`src/rtl/branch_pc_unit.sv`:
```
// Next-PC stage for the single-cycle RV32I core.
// Resolves branch/jump direction and target from comparator flags and decoded
// control. Owns the architectural PC, traps misaligned control-flow targets,
// and keeps saturating taken/not-taken conditional-branch counters.
//
// Ports:
//   i_clk, i_reset        clock, synchronous active-high reset
//   i_stall               hold PC, FSM and counters this cycle
//   i_is_branch/jal/jalr  decoded instruction kind
//   i_funct3, i_imm       branch condition select, sign-extended immediate
//   i_rs1_data            JALR base register value
//   i_br_less/equal       comparator flags
//   i_trap_clr            acknowledge trap, resume at TRAP_VEC
//   o_br_un               unsigned-compare select to comparator (comb)
//   o_pc, o_pc_four       current PC (registered) and PC+4 link value
//   o_taken               control transfer taken this cycle (comb)
//   o_misalign, o_trap_pc trap pending flag and faulting PC (registered)
//   o_taken_cnt/ntaken    conditional-branch statistics counters
module branch_pc_unit #(
    parameter logic [31:0] RESET_PC = 32'h0000_0000,
    parameter logic [31:0] TRAP_VEC = 32'h0000_0100,
    parameter int unsigned CNT_W    = 16
) (
    input  logic             i_clk,
    input  logic             i_reset,
    input  logic             i_stall,
    input  logic             i_is_branch,
    input  logic             i_is_jal,
    input  logic             i_is_jalr,
    input  logic [2:0]       i_funct3,
    input  logic [31:0]      i_imm,
    input  logic [31:0]      i_rs1_data,
    input  logic             i_br_less,
    input  logic             i_br_equal,
    output logic             o_br_un,
    output logic [31:0]      o_pc,
    output logic [31:0]      o_pc_four,
    output logic             o_taken,
    output logic             o_misalign,
    output logic [31:0]      o_trap_pc,
    input  logic             i_trap_clr,
    output logic [CNT_W-1:0] o_taken_cnt,
    output logic [CNT_W-1:0] o_ntaken_cnt
);

    typedef enum logic {
        ST_RUN  = 1'b0,
        ST_TRAP = 1'b1
    } state_t;

    state_t            state_q, state_d;
    logic [31:0]       pc_d;
    logic              misalign_d;
    logic [31:0]       trap_pc_d;
    logic [CNT_W-1:0]  taken_cnt_d, ntaken_cnt_d;

    logic              sel_jalr, sel_jal, sel_branch;
    logic              cond, cond_valid;
    logic [31:0]       target, next_pc;
    logic              misalign_hit;

    // Kind priority: jalr over jal over branch.
    assign sel_jalr   = i_is_jalr;
    assign sel_jal    = i_is_jal & ~i_is_jalr;
    assign sel_branch = i_is_branch & ~i_is_jal & ~i_is_jalr;

    assign o_br_un    = i_funct3[1];
    // funct3 010/011 are not branch encodings.
    assign cond_valid = (i_funct3[2:1] != 2'b01);

    // Branch condition decode from comparator flags.
    always_comb begin
        cond = 1'b0;
        unique case (i_funct3)
            3'b000:          cond = i_br_equal;
            3'b001:          cond = ~i_br_equal;
            3'b100, 3'b110:  cond = i_br_less;
            3'b101, 3'b111:  cond = ~i_br_less;
            default:         cond = 1'b0;
        endcase
    end

    // JALR clears bit 0 of its sum; relative targets keep bit 0 (ignored).
    assign target = sel_jalr ? ((i_rs1_data + i_imm) & ~32'h1) : (o_pc + i_imm);

    assign o_taken      = (state_q == ST_RUN) & (sel_jalr | sel_jal | (sel_branch & cond));
    assign o_pc_four    = o_pc + 32'd4;
    assign next_pc      = o_taken ? target : o_pc_four;
    assign misalign_hit = o_taken & target[1];

    // Next-state and register-update decode.
    always_comb begin
        state_d      = state_q;
        pc_d         = o_pc;
        misalign_d   = o_misalign;
        trap_pc_d    = o_trap_pc;
        taken_cnt_d  = o_taken_cnt;
        ntaken_cnt_d = o_ntaken_cnt;
        unique case (state_q)
            ST_RUN: begin
                if (!i_stall) begin
                    if (misalign_hit) begin
                        state_d    = ST_TRAP;
                        trap_pc_d  = o_pc;
                        misalign_d = 1'b1;
                    end else begin
                        pc_d = next_pc;
                    end
                    // Misaligned taken branches still count as taken.
                    if (sel_branch && cond_valid) begin
                        if (cond) begin
                            if (o_taken_cnt != {CNT_W{1'b1}}) taken_cnt_d = o_taken_cnt + CNT_W'(1);
                        end else begin
                            if (o_ntaken_cnt != {CNT_W{1'b1}}) ntaken_cnt_d = o_ntaken_cnt + CNT_W'(1);
                        end
                    end
                end
            end
            ST_TRAP: begin
                if (i_trap_clr) begin
                    state_d    = ST_RUN;
                    pc_d       = TRAP_VEC;
                    misalign_d = 1'b0;
                end
            end
            default: state_d = ST_RUN;
        endcase
    end

    // State register; reset overrides stall and trap.
    always_ff @(posedge i_clk) begin
        if (i_reset) begin
            state_q      <= ST_RUN;
            o_pc         <= RESET_PC;
            o_misalign   <= 1'b0;
            o_trap_pc    <= 32'h0;
            o_taken_cnt  <= '0;
            o_ntaken_cnt <= '0;
        end else begin
            state_q      <= state_d;
            o_pc         <= pc_d;
            o_misalign   <= misalign_d;
            o_trap_pc    <= trap_pc_d;
            o_taken_cnt  <= taken_cnt_d;
            o_ntaken_cnt <= ntaken_cnt_d;
        end
    end

endmodule

```
`config.mk`:
```
export PLATFORM = sky130hd
export DESIGN_NAME = branch_pc_unit
export DESIGN_NICKNAME = d
export VERILOG_FILES = /design/src/rtl/branch_pc_unit.sv
export SDC_FILE = /design/constraint.sdc
export NUM_CORES = 1
export LEC_CHECK = 0
export ABC_AREA = 1
export CAP_MARGIN = 20
export CORE_MARGIN = 2
export CORE_UTILIZATION = 54
export CTS_CLUSTER_DIAMETER = 80
export CTS_CLUSTER_SIZE = 30
export DETAILED_ROUTE_END_ITERATION = 10
export PLACE_DENSITY_LB_ADDON = 0.3
export SYNTH_ARGS = -nofsm -noshare
export SYNTH_HDL_FRONTEND = slang
export SYNTH_SLANG_ARGS = --single-unit
```
`constraint.sdc`:
```
create_clock -name i_clk -period 2.4 [get_ports i_clk]
set_input_delay 0.48 -clock i_clk [delete_from_list [all_inputs] [get_ports i_clk]]
set_output_delay 0.48 -clock i_clk [all_outputs]
set_load 0.01 [all_outputs]
```
==> flow_summary.yaml, run 1 <==
outcome:
  status: "stopped before the end"
  stop_stage: "global routing (5_1_grt)"
  stop_error: "[ERROR GRT-0232] Routing congestion too high. Check the congestion heatmap in the GUI."
floorplanning:
  rows: 50
  ioPinCount: 207
  die_w_um: 142
  start_util_pct: 55.1
  fp.dieH_um: 142
sta:
  grt-worst-endpoint: "o_pc_four[19]"
  worst_path_end_type: "output port"
synth:
  synth_cell_types: 47
  syn_avg_cell_area_um2: 5.43
  synthesis.nets: 2037
  synth_edf_count: 0
  syn_inst: 1895
  synth_seq_area_share_pct: 19.0
  ys.flop_type: "dfxtp_1"
  syn_area_mm2: 0.0103
  synthTopCellsByArea: "nand2_1 24%, dfxtp_1 19%, inv_1 13%, ha_1 7.8%, a21oi_1 7.4%"
  synth_top_area_share_pct: 24.2
  async_flop_share_pct: 0
  yosys.area.top_type: "nand2_1"
  yosysWarningCount: 0
  postSynthRegisterBits: 98
clock_tree:
  clock_path_buffers: 2
  clock-sinks: 98
  root_buffer: "clkbuf_16"
  cts_made_buffers: 9
  htreeDepth: 3
  cts_hold_buf: 0
grt:
  grtUsageTotal_pct: 73.1
  overflow: 9
  grt_max_degree: 61
placement:
  hpwl_mm: 32.9
  pre_cts_ws_ns: -0.534
  gp_congestion: 0.998
  port_buffers: 206
Yosys cell counts, drive strengths merged, types with 3 or more instances:
master and number:
and2 3, nand3 128, o21ai 52, a21oi 154, xnor2 8, nand4 23, buf 19, a31oi 3
nor3b 3, xor2 17, inv 353, dfxtp 98, clkbuf 21, and3 5, o211ai 8, or2 17
nor3 42, nand2 668, o21bai 7, ha 64, nor2 187
per-stage QoR:
stage | cell area, um^2 | std cells
4_1_cts | 15600 | 2607
3_5_place_dp | 14500 | 2557
3_3_place_gp | 14500 | 2557
2_1_floorplan | 10300 | 1895
cells by family after synthesis:
group           share of synthesized area, %
buf+inv                                 14.9
simple gates                            43.6
fa+ha+maj                               8.16
mux                                   0.0972
flops                                   19.0
compound gates                          12.0
xor+xnor                                2.13
what timing repair did:
| item | CTS |
|---|---|
| gates cloned | 4 |
| pin swaps | 46 |
| buffers inserted | 31 |
| setup endpoints to repair | 92 |
| gates resized for setup | 250 |
layer usage:
layer  track usage, %  GRT overflow
met2             90.8             3
met5             30.8             0
met4             70.3             4
met1             73.9             2
met3             55.6             0
==> run 2, diff against run 1 <==
CORE_UTILIZATION = 40   (was 54)
CTS_CLUSTER_DIAMETER = not set   (was 80)
CTS_CLUSTER_SIZE = not set   (was 30)
PLACE_DENSITY_LB_ADDON = 0.15   (was 0.3)
==> run 2 against run 1 <==
The flow now finishes, with violations (negative setup slack). Synthesized area is the same. Synthesized cell count is the same.
==> flow_summary.yaml, run 2 <==
outcome:
  status: "finished, violations left"
  violations: "negative setup slack"
routing:
  drtAntennaViolNets: 0
  wl_per_cell_um: 15.3
  drc: 0
  drt_first_pass_iters: 6
  wl_mm: 41.8
  vias: 13700
  drtIter0Drc: 1002
  vias_per_cell: 5.00
clock_tree:
  insertion_delay_ns: 0.36
  cts_tree: "built"
  htreeDepth: 3
  cts_hold_buf: 0
  root_buffer: "clkbuf_16"
  clock_path_buffers: 2
  clock-sinks: 98
  cts_made_buffers: 9
  cts.clk_slew.worst_paths_ns: 0.08
synth:
  yosys.area.top_type: "nand2_1"
  ys.flop_type: "dfxtp_1"
  synth_xor_area_share_pct: 2.13
  synthMuxAreaShare_pct: 0.0972
  yosysMostFrequentCell: "nand2_1"
  synth_seq_area_share_pct: 19.0
  ys_top_cells_by_count: "664 x nand2_1, 351 x inv_1, 182 x nor2_1"
  synthTopCellsByArea: "nand2_1 24%, dfxtp_1 19%, inv_1 13%, ha_1 7.8%, a21oi_1 7.4%"
  postSynthRegisterBits: 98
  yosysWarningCount: 0
  synth_compound_area_share_pct: 12.0
  synth_top_area_share_pct: 24.2
  synth_cell_types: 47
  yosys.area_share.simple_pct: 43.6
  synthesis.nets: 2037
  syn_inst: 1895
  syn_avg_cell_area_um2: 5.43
  syn_area_mm2: 0.0103
  async_flop_share_pct: 0
  synth_fa_ha_area_share_pct: 8.16
  synth_top_family_by_area: "simple AND/OR/NAND/NOR gates"
  synth_edf_count: 0
power:
  powerDensity_mw_per_mm2: 436
  irDropWorstVdd_uv: 322
  power.leakage_nw: 8.74
worst_hold_path:
  hp-class: "flop to flop"
critical_path:
  critPathKind: "flop to primary output"
  required_ns: 1.92
  crit_fanout: 4
  startpoint: "o_pc[3]$_SDFFE_PP0P_"
  endpoint: "o_pc_four[20]"
  r2r_cells: 13
  rrSetupSlack_ns: 0.10
  timing.critical_path.arrival_ns: 2.02
  r2r_end: "o_pc[6]$_SDFFE_PP0P_"
  rr_startpoint: "o_pc[0]$_SDFFE_PP0P_"
  cp-end-kind: "primary output"
  crit_path_start_kind: "flop"
final_layout:
  antenna_cells: 0
  area_delta_synth_final_pct: 63.1
  fin_nets: 2545
  final_cell_mix: "606 x nand2_1, 337 x inv_1, 312 x buf_4"
  final_common_cell: "nand2_1"
  final_area_mm2: 0.0168
  drive_above_1_share_pct: 26.5
  final_util_pct: 66.5
  layout.cells.non_filler: 2738
  top_regs: "o_pc x32, o_trap_pc x32"
sta:
  setup_ws_ns: -0.0990
  hold_violations: 0
  tns_ns: -0.294
  tightest_slew_ns: 0.759
  setup_viol: 5
  final_max_slew_viol_count: 0
  fin_skew_ns: 0.00976
  fmaxAchievable_ghz: 0.400
  timing.final.crit_share_pct: 104
  slew_headroom_pct: 49.4
  rsz0062_at_grt: "yes"
  fin_crit_ns: 2.50
placement:
  pre_cts_ws_ns: -0.543
  port_buffers: 206
  hpwl_mm: 32.6
  gp_congestion: 0.968
  place_area_mm2: 0.0148
  dp.cells: 2681
floorplanning:
  die_w_um: 164
  design.core.area_mm2: 0.0253
  start_util_pct: 40.8
  rows: 58
  ioPinCount: 207
  die-area_mm2: 0.0270
  fp.dieH_um: 164
grt:
  antenna_found_initial: 0
  grt_pass1_vias: 12500
  grtUsageTotal_pct: 29.3
  overflow: 0
  grt_pass1_wl_mm: 62.6
  grt_max_degree: 61
flow_run:
  maxCapViolations: 0
run 2: cell type report:
type                    count  area, um^2
inverters                 353        1330
clock buffers               9         225
multi-input cells        1404        8070
repair buffers            537        4640
flip-flops and latches     98        2030
fillers                  2253        8460
clock inverters             7        91.3
well taps                 330         413
run 2: critical path: stages, from the launching register on:
cell and delay, ns:
dfxtp_4 0.40, ha_4 0.16, nand3_4 0.09, nor2_4 0.12, nand2_4 0.07, nor3_4 0.19
nand2_2 0.13, buf_4 0.15, nand2_1 0.06, and2_4 0.15, inv_2 0.04, buf_6 0.11
run 2: worst min path at each step:
stage                                          start                         end  slack [ns]  cells after the start
after floorplan            o_trap_pc[0]$_SDFFE_PP0P_   o_trap_pc[0]$_SDFFE_PP0P_        0.47                      2
after global placement    o_trap_pc[14]$_SDFFE_PP0P_  o_trap_pc[14]$_SDFFE_PP0P_        0.43                      2
after global routing       o_trap_pc[0]$_SDFFE_PP0P_   o_trap_pc[0]$_SDFFE_PP0P_        0.47                      2
final                     o_trap_pc[25]$_SDFFE_PP0P_  o_trap_pc[25]$_SDFFE_PP0P_        0.45                      2
after detailed placement  o_trap_pc[11]$_SDFFE_PP0P_  o_trap_pc[11]$_SDFFE_PP0P_        0.44                      2
after CTS                 o_trap_pc[25]$_SDFFE_PP0P_  o_trap_pc[25]$_SDFFE_PP0P_        0.45                      2
run 2: per-layer routing:
metal  global-route usage [%]  routed length (um)  up-vias
met1                     36.6               17900     6214
met2                     52.3               20000      448
met4                     9.05                1620        0
met5                        0                   0        -
met3                     3.77                2330       90
li1                         -                   -     6926
run 2: kinds of logic (layout without fill, tap and decap cells):
family,Yosys count,in the layout
XOR/XNOR,25,25
adder cells (fa/ha/maj),66,66
flip-flops,98,98
buffers and inverters,393,906
multiplexers,1,1
AND/OR/NAND/NOR,1080,1080
AO/OA/AOI/OAI,232,232
run 2: repair_timing:
item                                    4_1_cts  5_1_grt
gates resized for setup                     199      239
endpoints found under the hold margin         0        0
pin swaps                                    36       68
setup buffers                                26       18
endpoints found under the setup margin       66       79
cloned                                        2        0
run 2: per-stage QoR:
stage | total power, mW | hold slack [ns]
global route | 7.74 | 0.471
global placement | 5.17 | 0.432
floorplan | 3.51 | 0.468
detailed placement | 5.20 | 0.438
CTS | 6.96 | 0.449
finish | 7.32 | 0.447
run 2: where the power goes:
part | internal (mW) | switching [mW] | leakage, nW
combinational | 1.82 | 2.06 | 7.78
clock | 0.841 | 0.748 | 0.154
sequential | 1.74 | 0.113 | 0.810
total | 4.40 | 2.92 | 8.74
Note: power is estimated with default switching activity, not from simulation.
